`config.mk`:
```
export PLATFORM = sky130hd
export DESIGN_NAME = image_reader
export DESIGN_NICKNAME = d
export VERILOG_FILES = /design/src/rtl/image_pkg.sv /design/src/rtl/image_skid_fifo.sv /design/src/rtl/image_reader.sv
export SDC_FILE = /design/constraint.sdc
export NUM_CORES = 1
export LEC_CHECK = 0
export ABC_AREA = 1
export BUFFER_PORTS_ARGS = -buffer_cell sky130_fd_sc_hd__buf_4
export CAP_MARGIN = 30
export CORE_ASPECT_RATIO = 1.5
export CORE_MARGIN = 3
export CORE_UTILIZATION = 40
export CTS_CLUSTER_SIZE = 28
export DETAILED_ROUTE_END_ITERATION = 8
export PLACE_DENSITY = 0.74
export SYNTH_ARGS = -nofsm -noshare
export SYNTH_HDL_FRONTEND = slang
export SYNTH_SLANG_ARGS = --single-unit
```
`constraint.sdc`:
```
create_clock -name clk -period 1.6 [get_ports clk]
set_clock_uncertainty 0.15 [all_clocks]
set_input_delay 0.4 -clock clk [delete_from_list [all_inputs] [get_ports clk]]
set_output_delay 0.4 -clock clk [all_outputs]
set_load 0.03 [all_outputs]
```
`src/rtl/image_pkg.sv`:
```
// Constants shared by the ConvNN image manager and image_reader, plus the
// image_reader FSM state encoding.
package image_pkg;

  localparam int IMAGE_WIDTH  = 6;
  localparam int IMAGE_HEIGHT = 6;
  localparam int IMAGE_NUM    = 10;
  localparam int IMAGE_SIZE   = IMAGE_WIDTH * IMAGE_HEIGHT;

  typedef enum logic [1:0] {
    IDLE,
    FETCH,
    DRAIN,
    DONE
  } reader_state_t;

endpackage

```
`src/rtl/image_skid_fifo.sv`:
```
// Two-entry FIFO that holds tagged pixels between image memory and layer 0.
// A push together with a pop is accepted even when the FIFO is full.
module image_skid_fifo #(
  parameter int WIDTH = 34
) (
  input  logic             clk,
  input  logic             rst_n,
  input  logic             push,
  input  logic [WIDTH-1:0] push_data,
  input  logic             pop,
  output logic [WIDTH-1:0] head,
  output logic [1:0]       occupancy,
  output logic             full,
  output logic             empty
);
  import image_pkg::*;

  logic [WIDTH-1:0] slot [2];
  logic             wr_ptr;
  logic             rd_ptr;
  logic [1:0]       count;
  logic             do_push;
  logic             do_pop;

  assign full      = (count == 2'd2);
  assign empty     = (count == 2'd0);
  assign occupancy = count;
  assign head      = slot[rd_ptr];
  assign do_pop    = pop && !empty;
  assign do_push   = push && (!full || do_pop);

  always_ff @(posedge clk or negedge rst_n) begin
    if (!rst_n) begin
      slot[0] <= '0;
      slot[1] <= '0;
      wr_ptr  <= 1'b0;
      rd_ptr  <= 1'b0;
      count   <= 2'd0;
    end else begin
      if (do_push) begin
        slot[wr_ptr] <= push_data;
        wr_ptr       <= ~wr_ptr;
      end
      if (do_pop) begin
        rd_ptr <= ~rd_ptr;
      end
      count <= count + {1'b0, do_push} - {1'b0, do_pop};
    end
  end

endmodule

```
`src/rtl/image_reader.sv`:
```
// Layer-0 input fetcher: streams one stored image, row-major, over valid/ready.
// Define IMAGE_READER_ZERO_PAD_EN to add a one-pixel zero border to the frame.
module image_reader #(
  parameter int IMAGE_WIDTH  = image_pkg::IMAGE_WIDTH,
  parameter int IMAGE_HEIGHT = image_pkg::IMAGE_HEIGHT,
  parameter int IMAGE_NUM    = image_pkg::IMAGE_NUM,
  parameter int DATA_WIDTH   = 32,
  parameter int ADDR_WIDTH   = 10
) (
  input  logic                  clk,
  input  logic                  rst_n,
  input  logic                  enable,
  input  logic [3:0]            image_idx,
  output logic                  mem_rd_en,
  output logic [ADDR_WIDTH-1:0] mem_addr,
  input  logic [DATA_WIDTH-1:0] mem_rd_data,
  output logic [DATA_WIDTH-1:0] data_out,
  output logic                  data_valid,
  input  logic                  data_ready,
  output logic                  row_last,
  output logic                  frame_last,
  output logic                  frame_done,
  output logic                  busy
);
  import image_pkg::*;

`ifdef IMAGE_READER_ZERO_PAD_EN
  localparam int OUT_W   = IMAGE_WIDTH + 2;
  localparam int OUT_H   = IMAGE_HEIGHT + 2;
  localparam int ENTRY_W = DATA_WIDTH + 3;
`else
  localparam int OUT_W   = IMAGE_WIDTH;
  localparam int OUT_H   = IMAGE_HEIGHT;
  localparam int ENTRY_W = DATA_WIDTH + 2;
`endif
  localparam int COL_W = $clog2(OUT_W + 1);
  localparam int ROW_W = $clog2(OUT_H + 1);
  localparam logic [ADDR_WIDTH-1:0] FRAME_WORDS = ADDR_WIDTH'(IMAGE_WIDTH * IMAGE_HEIGHT);

  reader_state_t state, state_next;

  logic [ROW_W-1:0]      row;
  logic [COL_W-1:0]      col;
  logic [ADDR_WIDTH-1:0] addr;
  logic                  start;
  logic                  issue;
  logic                  slot_ok;
  logic                  col_last;
  logic                  last_pos;
  logic                  read_slot;
  logic                  infl_valid;
  logic                  infl_row_last;
  logic                  infl_frame_last;
  logic                  fifo_push;
  logic                  fifo_pop;
  logic                  fifo_full;
  logic                  fifo_empty;
  logic [1:0]            fifo_occ;
  logic [ENTRY_W-1:0]    in_entry;
  logic [ENTRY_W-1:0]    head_entry;
  logic [ENTRY_W-1:0]    out_entry;
  logic                  out_pad;
  logic                  xfer;

  assign col_last = (col == COL_W'(OUT_W - 1));
  assign last_pos = col_last && (row == ROW_W'(OUT_H - 1));

  // A slot may be issued only if every beat already owed to the FIFO still fits.
  assign slot_ok = !fifo_full && (({1'b0, fifo_occ} + {2'b0, infl_valid}) < 3'd2);

`ifdef IMAGE_READER_ZERO_PAD_EN
  logic infl_pad;
  logic slot_pad;
  assign slot_pad  = (row == '0) || (row == ROW_W'(OUT_H - 1)) || (col == '0) || col_last;
  assign read_slot = issue && !slot_pad;
  assign in_entry  = {infl_pad, infl_frame_last, infl_row_last, mem_rd_data};
  assign out_pad   = out_entry[DATA_WIDTH+2];
`else
  assign read_slot = issue;
  assign in_entry  = {infl_frame_last, infl_row_last, mem_rd_data};
  assign out_pad   = 1'b0;
`endif

  always_ff @(posedge clk or negedge rst_n) begin
    if (!rst_n) begin
      state <= IDLE;
    end else begin
      state <= state_next;
    end
  end

  always_comb begin
    state_next = state;
    start      = 1'b0;
    issue      = 1'b0;
    busy       = (state != IDLE);
    frame_done = (state == DONE);
    case (state)
      IDLE: begin
        if (enable && (32'(image_idx) < IMAGE_NUM)) begin
          start      = 1'b1;
          state_next = FETCH;
        end
      end
      FETCH: begin
        if (slot_ok) begin
          issue = 1'b1;
          if (last_pos) begin
            state_next = DRAIN;
          end
        end
      end
      DRAIN: begin
        if (xfer && frame_last) begin
          state_next = DONE;
        end
      end
      DONE:    state_next = IDLE;
      default: state_next = IDLE;
    endcase
  end

  // Scan counters, running read address, and the one-deep read-latency stage.
  always_ff @(posedge clk or negedge rst_n) begin
    if (!rst_n) begin
      row             <= '0;
      col             <= '0;
      addr            <= '0;
      infl_valid      <= 1'b0;
      infl_row_last   <= 1'b0;
      infl_frame_last <= 1'b0;
`ifdef IMAGE_READER_ZERO_PAD_EN
      infl_pad        <= 1'b0;
`endif
    end else begin
      infl_valid      <= issue;
      infl_row_last   <= issue && col_last;
      infl_frame_last <= issue && last_pos;
`ifdef IMAGE_READER_ZERO_PAD_EN
      infl_pad        <= issue && slot_pad;
`endif
      if (start) begin
        row  <= '0;
        col  <= '0;
        addr <= ADDR_WIDTH'(image_idx) * FRAME_WORDS;
      end else if (issue) begin
        if (col_last) begin
          col <= '0;
          row <= row + ROW_W'(1);
        end else begin
          col <= col + COL_W'(1);
        end
        if (read_slot) begin
          addr <= addr + ADDR_WIDTH'(1);
        end
      end
    end
  end

  assign mem_rd_en = read_slot;
  assign mem_addr  = addr;

  // Returning read data bypasses the FIFO when it is empty and layer 0 is ready.
  assign out_entry  = fifo_empty ? in_entry : head_entry;
  assign data_valid = infl_valid || !fifo_empty;
  assign xfer       = data_valid && data_ready;
  assign fifo_push  = infl_valid && !(fifo_empty && data_ready);
  assign fifo_pop   = xfer && !fifo_empty;
  assign data_out   = (data_valid && !out_pad) ? out_entry[DATA_WIDTH-1:0] : '0;
  assign row_last   = data_valid && out_entry[DATA_WIDTH];
  assign frame_last = data_valid && out_entry[DATA_WIDTH+1];

  image_skid_fifo #(
    .WIDTH(ENTRY_W)
  ) u_fifo (
    .clk       (clk),
    .rst_n     (rst_n),
    .push      (fifo_push),
    .push_data (in_entry),
    .pop       (fifo_pop),
    .head      (head_entry),
    .occupancy (fifo_occ),
    .full      (fifo_full),
    .empty     (fifo_empty)
  );

endmodule
```
# After elaboration in Yosys (flattened, before gate mapping)
# Index checks and enable logic that the tools add are counted.
# classes
multipliers	1
n_eq_ne	10
order_cmp	5
add_sub_neg	6
bitwise	4
n_reduce_logical	27
muxes	25
# ops
operator	n
two-way mux 34 bit	5
bitwise mux 68 bit	1
demux 34 bit (select 1 bit)	1
two-way mux 32 bit	1
two-way mux 10 bit	2
two-way mux 3 bit	6
logical AND 1 bit	15
adder 10 x 1 -> 10 bit (second input constant)	1
multiplier 4 x 4 -> 8 bit (second input constant)	1
two-way mux 2 bit	4
inequality test 2 bit (second input constant)	4
case mux 2 bit (4 select lines)	1
adder 3 x 1 -> 3 bit (second input constant)	2
== test 2 bit (second input constant)	3
== test 3 bit (second input constant)	2
nonzero test 2 bit	3
>= comparator 2 bit (second input constant)	2
logical NOT 2 bit	2
less-than comparator 4 bit (second input constant)	1
two-way mux 1 bit	4
NOT 1 -> 2 bit	2
AND reduction 4 bit	1
adder 2 x 1 -> 3 bit	1
logical NOT 1 bit	3
8 further kinds	10
# totals
out_inout_bits	48
wordCells	90
in_bits	40
register_bits	93

# Longest topological paths before layout
# depth
ltp_word	10
depth_mapped	11
depth_no_buf	11

# Cells and area by module
# A second synthesis with hierarchy kept.
# unflattened
hier_cells	731
area_unflattened_um2	5383.9
# modules_own_cells
module	area_per_inst_um2	n_inst	seq_area_each_um2	cells_per_inst
image_skid_fifo	3493.4	1	1801.7	439
image_reader	1890.6	1	525.5	292

# Worst setup path after synthesis
# No wires, ideal clock.
# synth_path
path_type	register -> output
from	register u_fifo.rd_ptr
to	output port data_out[14]
path_stages_with_launch	5
n_path_buf	2
required_ns	1.050
arrival_time_ns	1.594
setup_slack_ns	-0.544
cell_sequence	dfrtp_1 -> buf_2 -> clkbuf_1 -> o21ai_0 -> o21ai_0
# synth_between
elab_chain_len	6
# synth_lines
element	line_no	text
start: declaration	image_skid_fifo.sv:20	logic rd_ptr;
start signal: assignment	image_skid_fifo.sv:45	rd_ptr <= ~rd_ptr;
NOT 1 -> 2 bit (implied by the code)	image_skid_fifo.sv:28	assign head = slot[rd_ptr];
two-way mux 34 bit (implied by the code) (3 in a row)	image_skid_fifo.sv:28	
two-way mux 34 bit	image_reader.sv:164	assign out_entry = fifo_empty ? in_entry : head_entry;
two-way mux 32 bit	image_reader.sv:169	assign data_out = (data_valid && !out_pad) ? out_entry[DATA_WIDTH-1:0] : '0;
end: declaration	image_reader.sv:17	output logic [DATA_WIDTH-1:0] data_out,
# Every way passes these cells. The select of a mux whose other input is x is not followed.

# Worst setup path after layout
# layout_path
from	register u_fifo.count[1], in the netlist u_fifo.occupancy[1]
to	output port data_out[6]
# layout_between
elab_chain_len	4
elab_cells_between_ends	5
cone_classes	2 x mux; 3 x reduce/logical
# layout_lines
element	line_no	text
start: declaration	image_skid_fifo.sv:21	logic [1:0] count;
start signal: assignment	image_skid_fifo.sv:47	count <= count + {1'b0, do_push} - {1'b0, do_pop};
logical NOT 2 bit *	image_skid_fifo.sv:26	assign empty = (count == 2'd0);
logical NOT 1 bit	image_reader.sv:165	assign data_valid = infl_valid || !fifo_empty;
logical OR 1 bit	image_reader.sv:165	
two-way mux 32 bit *	image_reader.sv:169	
# Mark *: on every way between the ends. The rest lies on a longest branch, timed or not.

==> summary.md <==
| Metric | Value |
|---|---|
| Ys flop type | `dfrtp_1` |
| Vias per inst | `around 5.2` |
| Switch share | `45.32%` |
| Tot GR Track Use | `22.59%` |
| Area Overhead vs Synth | `53.38%` |
| Top cell type by total area after synthesis | `dfrtp_1` |
| Share of the synthesized area in the top cell type | `between 40% and 50%` |
| Status | `finished with violations` |
| 1st-iter DRT viols | `207` |
| Post-place instance area | `6281 um2` |
| DR pass1 iterations | `4` |
| Clock Path Buffers | `2` |
| Met3 GRT Util | `about 4.2%` |
| Layout cell share with drive strength beyond 1 | `36.63%` |
| Synth cell count leaders | `nand2_1, dfrtp_1, inv_1` |
| Final hold violation count | `0` |
| Post-route setup slack | `-0.5219 ns` |
| Fin cells | `around 940` |
| Die H | `140.9 um` |
| Grt peak-use layer | `met2` |
| Failing checks | `setup timing` |
| Cells after synthesis | `~640` |
| Crit share post-route | `132.6%` |
| Syn Std Cell Area | `4850 um2` |
| Slew Limit Fails | `0` |
| Startpoint types | `flip-flop` |
| Vias in the first global route | `5100` |
| Via Count | `4859` |
| Later-pin clock latency in the skew report | `roughly 0.34 ns` |
| DRC | `0` |
| Core region area | `~12000 um2` |
| Lkg Pwr | `roughly 3.6 nW` |
| Buffers on Ports | `87` |
| Buf/Inv on CP | `4` |
| Global placement routability congestion | `0.8381` |
| Sequential share of power | `22.8%` |
| Cell Rows | `48` |
| Final nets | `approximately 840` |
| Psw | `7.966 mW` |
| Top-Level Pins | `88` |
| WL final | `~14000 um` |
| Multi-input gate area | `~2600 um2` |
| Synth area leaders | `dfrtp_1, nand2_1, o21ai_0` |
| Combinational power share | `65.0%` |
| ANT nets after route | `0` |
| DP Wirelength | `9227 um` |
| Critical path required time | `between 1 and 1.5 ns` |
| Dpl ws | `-0.1801 ns` |
| DIE AREA | `13510 um2` |
| CP delay by family, top | `buffers and inverters` |
| CTS buffer count | `9` |
| Slew at the pin closest to its max-slew limit | `0.5144 ns` |
| Antenna Cells | `0` |
| MaxCap Viol Count | `0` |
| Hold WS | `0.1362 ns` |
| RSZ-0062 raised after global routing | `true` |
| Clock root cell | `clkbuf_16` |
| Die Span X | `95.91 um` |
| GR Util met2 | `40.36%` |
| Clock slew at reported path FFs | `0.06 ns` |
| Setup TNS | `-28.22 ns` |
| Fillers | `950` |
| Maximum vdd ir drop | `1.216 mV` |
| Sequential Area | `2331 um2` |
| CP Class | `flip-flop to output pin` |
| First-pass GRT wire length | `23940 um` |
| Critical-path cell list | `nor2_4, inv_4, buf_16, o221ai_2, inv_2, buf_4` |
| Final Util | `63.84%` |
| WL per Instance | `between 15 and 20 um` |
| Min Tclk post-route | `2.122 ns` |
| Starting Density | `41.62%` |
| Design Power | `17.58 mW` |
| Final instance area | `7438 um2` |
| Clk pwr share | `12.2%` |
| Final setup violation count | `around 110` |
| Mean Syn Cell Area | `7.601 um2` |
| Syn_nets | `689` |
| Hold WC Path Type | `input port to flip-flop` |
| P per Cell Area | `2363 nW/um2` |
| H-tree depth | `3` |
| Grt ovf | `0` |
| Slowest cell on crit path | `dfrtp_1` |
| Slew margin rel. | `65.34%` |
| CP Max Fanout | `10` |
| Setup crit end kind | `output pin` |
| Met1 Usage GRT | `26.11%` |
| Internal power | `9.612 mW` |
| CP peak stage delay | `0.41 ns` |
| Largest net degree at the start of global routing | `39` |
| Worst EP arrival | `1.57 ns` |
| Placed cells | `between 800 and 900` |
| CTS tree | `yes` |
| Initial antenna violation count | `0` |
| Post-synthesis sequential area ratio | `between 40% and 50%` |
| Most instantiated library cell after synthesis | `nand2_1` |
| YS warnings | `0` |
| Fmax | `roughly 0.47 GHz` |
| Number of flops mapped to enable cells by yosys | `0` |
| Total number of clock tree sinks | `93` |
| Flops & latches, synth | `93` |
| Ys async rst share | `100.0%` |
| Yosys cell types | `28` |
[worst paths after layout]
kind	startpoint	to	slack (ns)	cells past startpoint
min in group asynchronous	rst_n	u_fifo.slot[59]	0.40	2
min reg2reg	u_fifo.slot[53]	u_fifo.slot[53]	0.32	2
max	u_fifo.occupancy[1]	data_out[6]	-0.52	6
min	mem_rd_data[29]	u_fifo.slot[63]	0.14	3
max reg2reg	u_fifo.occupancy[1]	u_fifo.slot[37]	-0.19	11
max in group asynchronous	rst_n	u_fifo.slot[22]	0.41	3
[cell type report]
type,count,share of cell area (%)
well taps,150,2.523
flip-flops and latches,93,31.34
inverters,72,3.818
clock buffers,14,3.549
repair buffers,166,23.18
clock inverters,1,0.4037
multi-input cells,443,35.19
[registers in the layout (all words and copies together) (netlist names)]
signal,cells
u_fifo.slot,68
mem_addr,10
col,3
row,3
state,2
u_fifo.occupancy,2
infl_frame_last,1
infl_row_last,1
infl_valid,1
u_fifo.rd_ptr,1
u_fifo.wr_ptr,1
[worst min-delay path, delay by kind of cell]
| family | cells | cell delay [ns] |
|---|---|---|
| buf+inv | 1 | 0.10 |
| simple gates | 2 | 0.09 |
[cells in the final DEF, fill, tap and decap left out, drive strengths merged]
cell	count
nor2	32
xnor2	2
or2	1
a21o	1
nand3	40
clkinvlp	1
a211oi	1
o21a	1
buf	163
ha	11
clkbuf	15
dfrtp	93
nand2	230
bufinv	1
xor2	5
nand3b	1
nand4	1
o221ai	16
a21oi	7
bufbuf	1
inv	71
dlygate4sd3	1
o21ai	92
o211ai	2
[routing by layer]
| metal | wire length (um) | vias to the layer above | share of wire [%] |
|---|---|---|---|
| met3 | 585 | 28 | 4.1 |
| met1 | 5605 | 2369 | 39 |
| met5 | 0 | - | 0 |
| met4 | 322 | 0 | 2.2 |
| li1 | - | 2336 | - |
| met2 | 7812 | 126 | 55 |
[cells by family (layout without fill, tap and decap cells)]
family	Yosys count	in the layout	share of synthesized area [%]
simple gates	303	305	25.13
compound gates	120	120	13.88
buf+inv	104	253	8.901
flops	93	93	47.99
fa+ha+maj	11	11	2.838
xor+xnor	7	7	1.264
[power by group through the flow]
stage | clock network [mW] | logic (mW) | registers [mW]
6_report | 2.14 | 11.4 | 4.01
4_1_cts | 2.18 | 11.1 | 3.98
2_1_floorplan | 0 | 6.07 | 4.03
3_3_place_gp | 0 | 8.92 | 3.92
3_5_place_dp | 0 | 9.18 | 3.98
5_1_grt | 2.29 | 12.3 | 4.11
[timing repair]
action,4_1_cts,5_1_grt
resized for setup,99,29
setup buffers,13,6
hold buffers,1,0
endpoints found under the hold margin,24,0
setup endpoints to repair,123,124
pin swaps,8,7
gates cloned,6,1
No activity file was read; power rests on OpenSTA's default activity.
